<file path="src/rtl/dense_mac_unit_if.sv">
// Start/finish handshake, ROM address/data pairs and result read port
// between the AXI-Stream interface block and dense_mac_unit.
interface dense_mac_unit_if #(
  parameter int DATAWIDTH  = 32,
  parameter int INPDATANUM = 8,
  parameter int OUTDATANUM = 4
);
  localparam int INPADRWIDTH = (INPDATANUM > 1) ? $clog2(INPDATANUM) : 1;
  localparam int OUTADRWIDTH = (OUTDATANUM > 1) ? $clog2(OUTDATANUM) : 1;
  localparam int WADRWIDTH   = (INPDATANUM * OUTDATANUM > 1) ? $clog2(INPDATANUM * OUTDATANUM) : 1;

  logic                   waitSt;
  logic                   waitFin;
  logic [INPADRWIDTH-1:0] inp_adr;
  logic [DATAWIDTH-1:0]   inp_data;
  logic [WADRWIDTH-1:0]   w_adr;
  logic [DATAWIDTH-1:0]   w_data;
  logic [OUTADRWIDTH-1:0] b_adr;
  logic [DATAWIDTH-1:0]   b_data;
  logic [OUTADRWIDTH-1:0] out_adr;
  logic [DATAWIDTH-1:0]   out_data;

  // master is the compute engine; slave is the interface block / ROMs side
  modport master (
    input  waitSt, inp_data, w_data, b_data, out_adr,
    output waitFin, inp_adr, w_adr, b_adr, out_data
  );

  modport slave (
    output waitSt, inp_data, w_data, b_data, out_adr,
    input  waitFin, inp_adr, w_adr, b_adr, out_data
  );
endinterface

</file>
<file path="src/rtl/dense_mac_unit.sv">
// Fully-connected layer engine: OUTDATANUM dot products of the buffered input
// vector with ROM weights, plus bias, optional ReLU and saturation.
module dense_mac_unit #(
  parameter int DATAWIDTH  = 32,
  parameter int INPDATANUM = 8,
  parameter int OUTDATANUM = 4,
  parameter int FRACBITS   = 8,
  parameter int RELU       = 1
) (
  input  logic             clk,
  input  logic             rst_n,
  dense_mac_unit_if.master bus
);
  localparam int INPADRWIDTH = (INPDATANUM > 1) ? $clog2(INPDATANUM) : 1;
  localparam int OUTADRWIDTH = (OUTDATANUM > 1) ? $clog2(OUTDATANUM) : 1;
  localparam int WADRWIDTH   = (INPDATANUM * OUTDATANUM > 1) ? $clog2(INPDATANUM * OUTDATANUM) : 1;
  localparam int PRODWIDTH   = 2 * DATAWIDTH;
  localparam int ACCWIDTH    = 2 * DATAWIDTH + INPADRWIDTH;
  localparam int SUMWIDTH    = ACCWIDTH + 1;

  localparam logic signed [SUMWIDTH-1:0] SAT_MAX =
    {{(SUMWIDTH - DATAWIDTH + 1){1'b0}}, {(DATAWIDTH - 1){1'b1}}};
  localparam logic signed [SUMWIDTH-1:0] SAT_MIN =
    {{(SUMWIDTH - DATAWIDTH + 1){1'b1}}, {(DATAWIDTH - 1){1'b0}}};

  typedef enum logic [1:0] {
    S_IDLE  = 2'd0,
    S_MAC   = 2'd1,
    S_STORE = 2'd2,
    S_DONE  = 2'd3
  } state_t;

  state_t                      r_state;
  state_t                      w_state_next;
  logic [INPADRWIDTH-1:0]      r_i;
  logic [OUTADRWIDTH-1:0]      r_j;
  logic signed [ACCWIDTH-1:0]  r_acc;

  logic                        w_last_inp;
  logic                        w_last_out;
  logic [WADRWIDTH-1:0]        w_w_adr;
  logic signed [PRODWIDTH-1:0] w_prod;
  logic signed [ACCWIDTH-1:0]  w_prod_ext;
  logic signed [ACCWIDTH-1:0]  w_shifted;
  logic signed [SUMWIDTH-1:0]  w_sum;
  logic signed [SUMWIDTH-1:0]  w_relu;
  logic [DATAWIDTH-1:0]        w_store_data;
  logic [OUTDATANUM-1:0][DATAWIDTH-1:0] w_out_words;

  assign w_last_inp = (r_i == INPADRWIDTH'(INPDATANUM - 1));
  assign w_last_out = (r_j == OUTADRWIDTH'(OUTDATANUM - 1));
  assign w_w_adr    = WADRWIDTH'(r_j) * WADRWIDTH'(INPDATANUM) + WADRWIDTH'(r_i);

  // Full-width signed product, widened so INPDATANUM terms cannot overflow
  assign w_prod     = $signed(bus.inp_data) * $signed(bus.w_data);
  assign w_prod_ext = {{(ACCWIDTH - PRODWIDTH){w_prod[PRODWIDTH-1]}}, w_prod};

  // Arithmetic shift floors toward -inf before the Q-format bias is added
  assign w_shifted = r_acc >>> FRACBITS;
  assign w_sum     = {w_shifted[ACCWIDTH-1], w_shifted}
                   + {{(SUMWIDTH - DATAWIDTH){bus.b_data[DATAWIDTH-1]}}, bus.b_data};
  assign w_relu    = ((RELU != 0) && w_sum[SUMWIDTH-1]) ? '0 : w_sum;

  always_comb begin
    w_store_data = w_relu[DATAWIDTH-1:0];
    if (w_relu > SAT_MAX) begin
      w_store_data = {1'b0, {(DATAWIDTH - 1){1'b1}}};
    end else if (w_relu < SAT_MIN) begin
      w_store_data = {1'b1, {(DATAWIDTH - 1){1'b0}}};
    end
  end

  always_ff @(posedge clk or negedge rst_n) begin
    if (!rst_n) begin
      r_state <= S_IDLE;
    end else begin
      r_state <= w_state_next;
    end
  end

  always_comb begin
    w_state_next = r_state;
    unique case (r_state)
      S_IDLE:  if (bus.waitSt) w_state_next = S_MAC;
      S_MAC:   if (w_last_inp) w_state_next = S_STORE;
      S_STORE: w_state_next = w_last_out ? S_DONE : S_MAC;
      S_DONE:  if (!bus.waitSt) w_state_next = S_IDLE;
      default: w_state_next = S_IDLE;
    endcase
  end

  // Addresses are only meaningful while computing; they idle at zero
  always_comb begin
    bus.waitFin = 1'b0;
    bus.inp_adr = '0;
    bus.w_adr   = '0;
    bus.b_adr   = '0;
    unique case (r_state)
      S_MAC, S_STORE: begin
        bus.inp_adr = r_i;
        bus.w_adr   = w_w_adr;
        bus.b_adr   = r_j;
      end
      S_DONE:  bus.waitFin = 1'b1;
      default: ;
    endcase
  end

  always_ff @(posedge clk or negedge rst_n) begin
    if (!rst_n) begin
      r_i   <= '0;
      r_j   <= '0;
      r_acc <= '0;
    end else begin
      unique case (r_state)
        S_MAC: begin
          r_acc <= r_acc + w_prod_ext;
          if (!w_last_inp) r_i <= r_i + 1'b1;
        end
        S_STORE: begin
          r_i   <= '0;
          r_acc <= '0;
          r_j   <= w_last_out ? '0 : r_j + 1'b1;
        end
        default: begin
          r_i   <= '0;
          r_j   <= '0;
          r_acc <= '0;
        end
      endcase
    end
  end

  genvar gi;
  generate
    for (gi = 0; gi < OUTDATANUM; gi++) begin : g_out_mem
      logic [DATAWIDTH-1:0] r_word;
      always_ff @(posedge clk or negedge rst_n) begin
        if (!rst_n) begin
          r_word <= '0;
        end else if (r_state == S_STORE && r_j == OUTADRWIDTH'(gi)) begin
          r_word <= w_store_data;
        end
      end
      assign w_out_words[gi] = r_word;
    end
  endgenerate

  assign bus.out_data = w_out_words[bus.out_adr];
endmodule
</file>
<file path="src/flat_wrapper.sv">
// flat-port wrapper written by rule: the top's interface ports become plain ports
module dense_mac_unit_flat 
#(
  parameter int DATAWIDTH  = 32,
  parameter int INPDATANUM = 8,
  parameter int OUTDATANUM = 4,
  parameter int FRACBITS   = 8,
  parameter int RELU       = 1
)
  (clk, rst_n, bus_waitSt, bus_inp_data, bus_w_data, bus_b_data, bus_out_adr, bus_waitFin, bus_inp_adr, bus_w_adr, bus_b_adr, bus_out_data);
  dense_mac_unit_if #(.DATAWIDTH(DATAWIDTH), .INPDATANUM(INPDATANUM), .OUTDATANUM(OUTDATANUM)) bus_i ();
  input  logic clk;
  input  logic rst_n;
  input wire logic [$bits(bus_i.waitSt)-1:0] bus_waitSt;
  input wire logic [$bits(bus_i.inp_data)-1:0] bus_inp_data;
  input wire logic [$bits(bus_i.w_data)-1:0] bus_w_data;
  input wire logic [$bits(bus_i.b_data)-1:0] bus_b_data;
  input wire logic [$bits(bus_i.out_adr)-1:0] bus_out_adr;
  output wire logic [$bits(bus_i.waitFin)-1:0] bus_waitFin;
  output wire logic [$bits(bus_i.inp_adr)-1:0] bus_inp_adr;
  output wire logic [$bits(bus_i.w_adr)-1:0] bus_w_adr;
  output wire logic [$bits(bus_i.b_adr)-1:0] bus_b_adr;
  output wire logic [$bits(bus_i.out_data)-1:0] bus_out_data;
  assign bus_i.waitSt = bus_waitSt;
  assign bus_i.inp_data = bus_inp_data;
  assign bus_i.w_data = bus_w_data;
  assign bus_i.b_data = bus_b_data;
  assign bus_i.out_adr = bus_out_adr;
  assign bus_waitFin = bus_i.waitFin;
  assign bus_inp_adr = bus_i.inp_adr;
  assign bus_w_adr = bus_i.w_adr;
  assign bus_b_adr = bus_i.b_adr;
  assign bus_out_data = bus_i.out_data;
  dense_mac_unit #(.DATAWIDTH(DATAWIDTH), .INPDATANUM(INPDATANUM), .OUTDATANUM(OUTDATANUM), .FRACBITS(FRACBITS), .RELU(RELU)) u_core (.clk(clk), .rst_n(rst_n), .bus(bus_i));
endmodule
</file>
<file path="config.mk">
export PLATFORM = sky130hd
export DESIGN_NAME = dense_mac_unit_flat
export DESIGN_NICKNAME = d
export VERILOG_FILES = /design/src/rtl/dense_mac_unit_if.sv /design/src/rtl/dense_mac_unit.sv /design/src/flat_wrapper.sv
export SDC_FILE = /design/constraint.sdc
export NUM_CORES = 2
export LEC_CHECK = 0
export ABC_AREA = 1
export CORE_MARGIN = 5
export CORE_UTILIZATION = 55
export DETAILED_ROUTE_END_ITERATION = 8
export GPL_TIMING_DRIVEN = 0
export HOLD_SLACK_MARGIN = 0.15
export PLACE_DENSITY_LB_ADDON = 0.3
export REMOVE_ABC_BUFFERS = 1
export SYNTH_ARGS = -nofsm -noshare
export SYNTH_HDL_FRONTEND = slang
export SYNTH_SLANG_ARGS = --single-unit
export TNS_END_PERCENT = 20
</file>
<file path="constraint.sdc">
create_clock -name clk -period 7.7 [get_ports clk]
set_input_delay 1.155 -clock clk [delete_from_list [all_inputs] [get_ports clk]]
set_output_delay 1.155 -clock clk [all_outputs]
set_load 0.02 [all_outputs]
</file>
==> impl_results.md <==
* Status: finished with violations
* Failing checks: max-capacitance violations
* Root Driver: clkbuf_16
* FF+latch count, synth at 202
* GRT overflow at 0
* Max H-tree Level at 1
* Crit-path most repeated cell: fa_1
* Delay-heaviest family, CP: adder cells
* Top-count cell post-synth: inv_1
* Ys async rst share at 100%
* Seq/Total Area, Yosys at 8.94%
* Crit path buffers/inverters at 8
* Final slew viol count at 0
* Crit path depth at 27
* Post-synth top area share at 44.1%
* Reg2Reg Capture Point: u_core.r_acc[64]
* Leading area contributor after synthesis: fa_1
* Pre-Repair DR Iteration Count at 6
* Most frequent cells after synthesis: inv_1 (2165), nand2_1 (2053), fa_1 (1244)
* CP arrival at 8.05 ns
* Share of cells above drive strength 1 at 6.40%
* Critical path's slowest cell: fa_4
* Cts hold-fix bufs at 0
* Reg2Reg Depth at 26
* Synth unique cells at 48
* RSZ-0062 raised after global routing: yes
* Tmin final at 7.62 ns
* CP peak stage delay at 0.86 ns
* Place WS at -3.14 ns
* CTS tree: done
* Number of port buffers at 143
* Top FF cell, synth: dfrtp_1
* Post-route DRC violation count at 0
* Most area-consuming cells after synthesis: fa_1 (44%), inv_1 (14%), nand2_1 (14%), dfrtp_1 (8.9%), ha_1 (6.5%)
* Cell Area, Synth at 56500 um^2
* Synth Instances at 7307
* Critical Path Start Type: primary input
* Worst R2R Setup Slack at 0.51 ns
* Clock Sinks at 202
* Final HPWL DP at 127000 um
* Number of vias per cell at 5.21
* Endpoints failing hold at 0
* Wire per inst at 17.9 um
* Skew-Pair Late Insertion Delay at 0.55 ns
* Clk slew on worst S/H paths at 0.06 ns
* Final period utilization at 99.0%
* Wire length after detailed routing at 155000 um
* First-pass GRT wire length at 248000 um
* Die height at 331 um
* Worst Setup EP: u_core.r_acc[60]
* Max Freq at 131 MHz
* Top-Level Pins at 144
* Actual slew at the worst max-slew pin at 1.44 ns
* CP startpoint: bus_w_data[5]
* Area Overhead vs Synth at 9.37%
* Total number of vias at 45200
* # rows at 117
* Max_cap viols at 1
* Starting DRC count in detailed routing at 3534
* Final Core Density at 60.7%
* Largest net degree at the start of global routing at 107
* Final setup fails at 0
* DIE WIDTH at 331 um
* Avg Synthesized Cell Area at 7.74 um^2
* Num CTS Buffers at 24
* Yosys warning count at 0
* Clock skew at 0.0125 ns
* GRT Overall Usage at 28.4%
* Core area at 102000 um^2
* Final nets at 8933
* Routed Antenna Nets at 0
* Starting Density at 55.5%
* Max-slew headroom at 3.42%
* Antenna Cells at 0
* Number of synthesized flops with an enable pin at 0
* Setup ws final at 0.0755 ns
* GPL Wtd Cong at 1.00
* Hold WC Path Type: reg -> reg
* Critical Path End Type: flip-flop
* Max Buffers Root-to-Sink at 3
* Initial antenna violation count at 1
* WP data required at 8.13 ns
* Crit path max fanout at 32
* Crit Path Class: in -> reg
* Number of global-route vias before repair at 47100
* Die ar. at 109000 um^2
* Worst flop-to-flop path startpoint: u_core.r_acc[23]
==> sequential cells by signal (all words and copies together), names as in the netlist <==
register,count
u_core.r_acc,67
u_core.r_j,2
u_core.r_state,2
u_core.r_i,3
u_core.g_out_mem.r_word,128
==> how the worst min path moves through the flow <==
stage | from | end | slack (ns) | depth (start not counted)
4_1_cts | u_core.g_out_mem[2].r_word[1] | u_core.g_out_mem[2].r_word[1] | 0.48 | 2
2_1_floorplan | u_core.g_out_mem[2].r_word[30] | u_core.g_out_mem[2].r_word[30] | 0.44 | 2
3_5_place_dp | u_core.g_out_mem[1].r_word[20] | u_core.g_out_mem[1].r_word[20] | 0.46 | 2
5_1_grt | u_core.g_out_mem[1].r_word[4] | u_core.g_out_mem[1].r_word[4] | 0.49 | 2
6_report | u_core.g_out_mem[2].r_word[1] | u_core.g_out_mem[2].r_word[1] | 0.47 | 2
3_3_place_gp | u_core.g_out_mem[1].r_word[5] | u_core.g_out_mem[1].r_word[5] | 0.46 | 2
==> cells in the final DEF (no fill, tap or decap), drive strengths merged, types with 7 or more instances in the layout <==
cell type / n
or2: 19
o22ai: 31
clkbuf: 43
nor3: 28
xor2: 34
fa: 1244
inv: 2171
clkinv: 9
a21oi: 193
xnor2: 20
a21o: 8
clkinvlp: 7
nand3: 122
ha: 294
o21ai: 172
dfrtp: 202
nand4: 29
clkdlybuf4s50: 77
nor2: 353
a31oi: 20
buf: 126
o21bai: 11
nand2: 2061
==> worst register-to-register path, stage by stage, from the launching register on <==
cell     delay, ns
dfrtp_1       0.44
inv_1         0.09
fa_1          0.51
fa_1          0.56
inv_1         0.05
fa_1          0.47
inv_1         0.06
fa_1          0.53
inv_1         0.05
fa_1          0.50
fa_1          0.50
fa_1          0.50
inv_1         0.05
fa_1          0.51
inv_1         0.08
ha_4          0.31
nand2_1       0.11
o21ai_0       0.44
a21oi_1       0.10
nand3_1       0.23
nand2_1       0.07
and3_1        0.17
inv_2         0.14
nand4_1       0.25
nand3_1       0.16
nand2_1       0.10
nor2_4        0.14
==> area by class of cell <==
cell class | instances | area, um^2
clock buffers | 29 | 651
inverters | 2176 | 8200
repair inverters | 3 | 27.5
fillers | 9079 | 40100
well taps | 1368 | 1710
flip-flops and latches | 202 | 5050
multi-input cells | 4670 | 43200
repair buffers | 217 | 2840
clock inverters | 11 | 140
==> timing repair <==
item | in CTS | in global routing
resized for setup | 320 | 260
pin swaps | 15 | 49
endpoints found under the setup margin | 51 | 33
gates cloned | 1 | 12
buffers inserted | 13 | 43
hold endpoints to repair | 0 | 0
==> kinds of logic after synthesis <==
| kind of cell | count (synthesis) | synth area share, % |
|---|---|---|
| AO/OA/AOI/OAI | 455 | 4.35 |
| AND/OR/NAND/NOR | 2623 | 18.9 |
| XOR/XNOR | 54 | 0.837 |
| adder cells (fa/ha/maj) | 1538 | 50.6 |
| flip-flops | 202 | 8.94 |
| buffers and inverters | 2435 | 16.4 |
==> routing by layer <==
metal  vias to the layer above  GRT usage [%]  part of all wire, %
met3                       254           2.86                  7.4
li1                      20600              -                    -
met5                         -              0                    0
met4                         0           6.71                  2.6
met1                     22700           40.1                   41
met2                      1684           47.8                   49
==> stage by stage <==
| step | hold WS (ns) | TNS (ns) | instances | area, um^2 |
|---|---|---|---|---|
| floorplan | 0.444 | -23.71 | 7048 | 55400 |
| finish | 0.473 | 0 | 8676 | 61800 |
| detailed placement | 0.460 | -105.99 | 8567 | 58500 |
| CTS | 0.476 | -0.158 | 8621 | 60100 |
| global placement | 0.456 | -885.35 | 8559 | 58600 |
| global route | 0.489 | -0.384 | 8676 | 61800 |
Power is not shown: default switching activity piles up to over one toggle a cycle in this logic, so the estimate is an artifact.
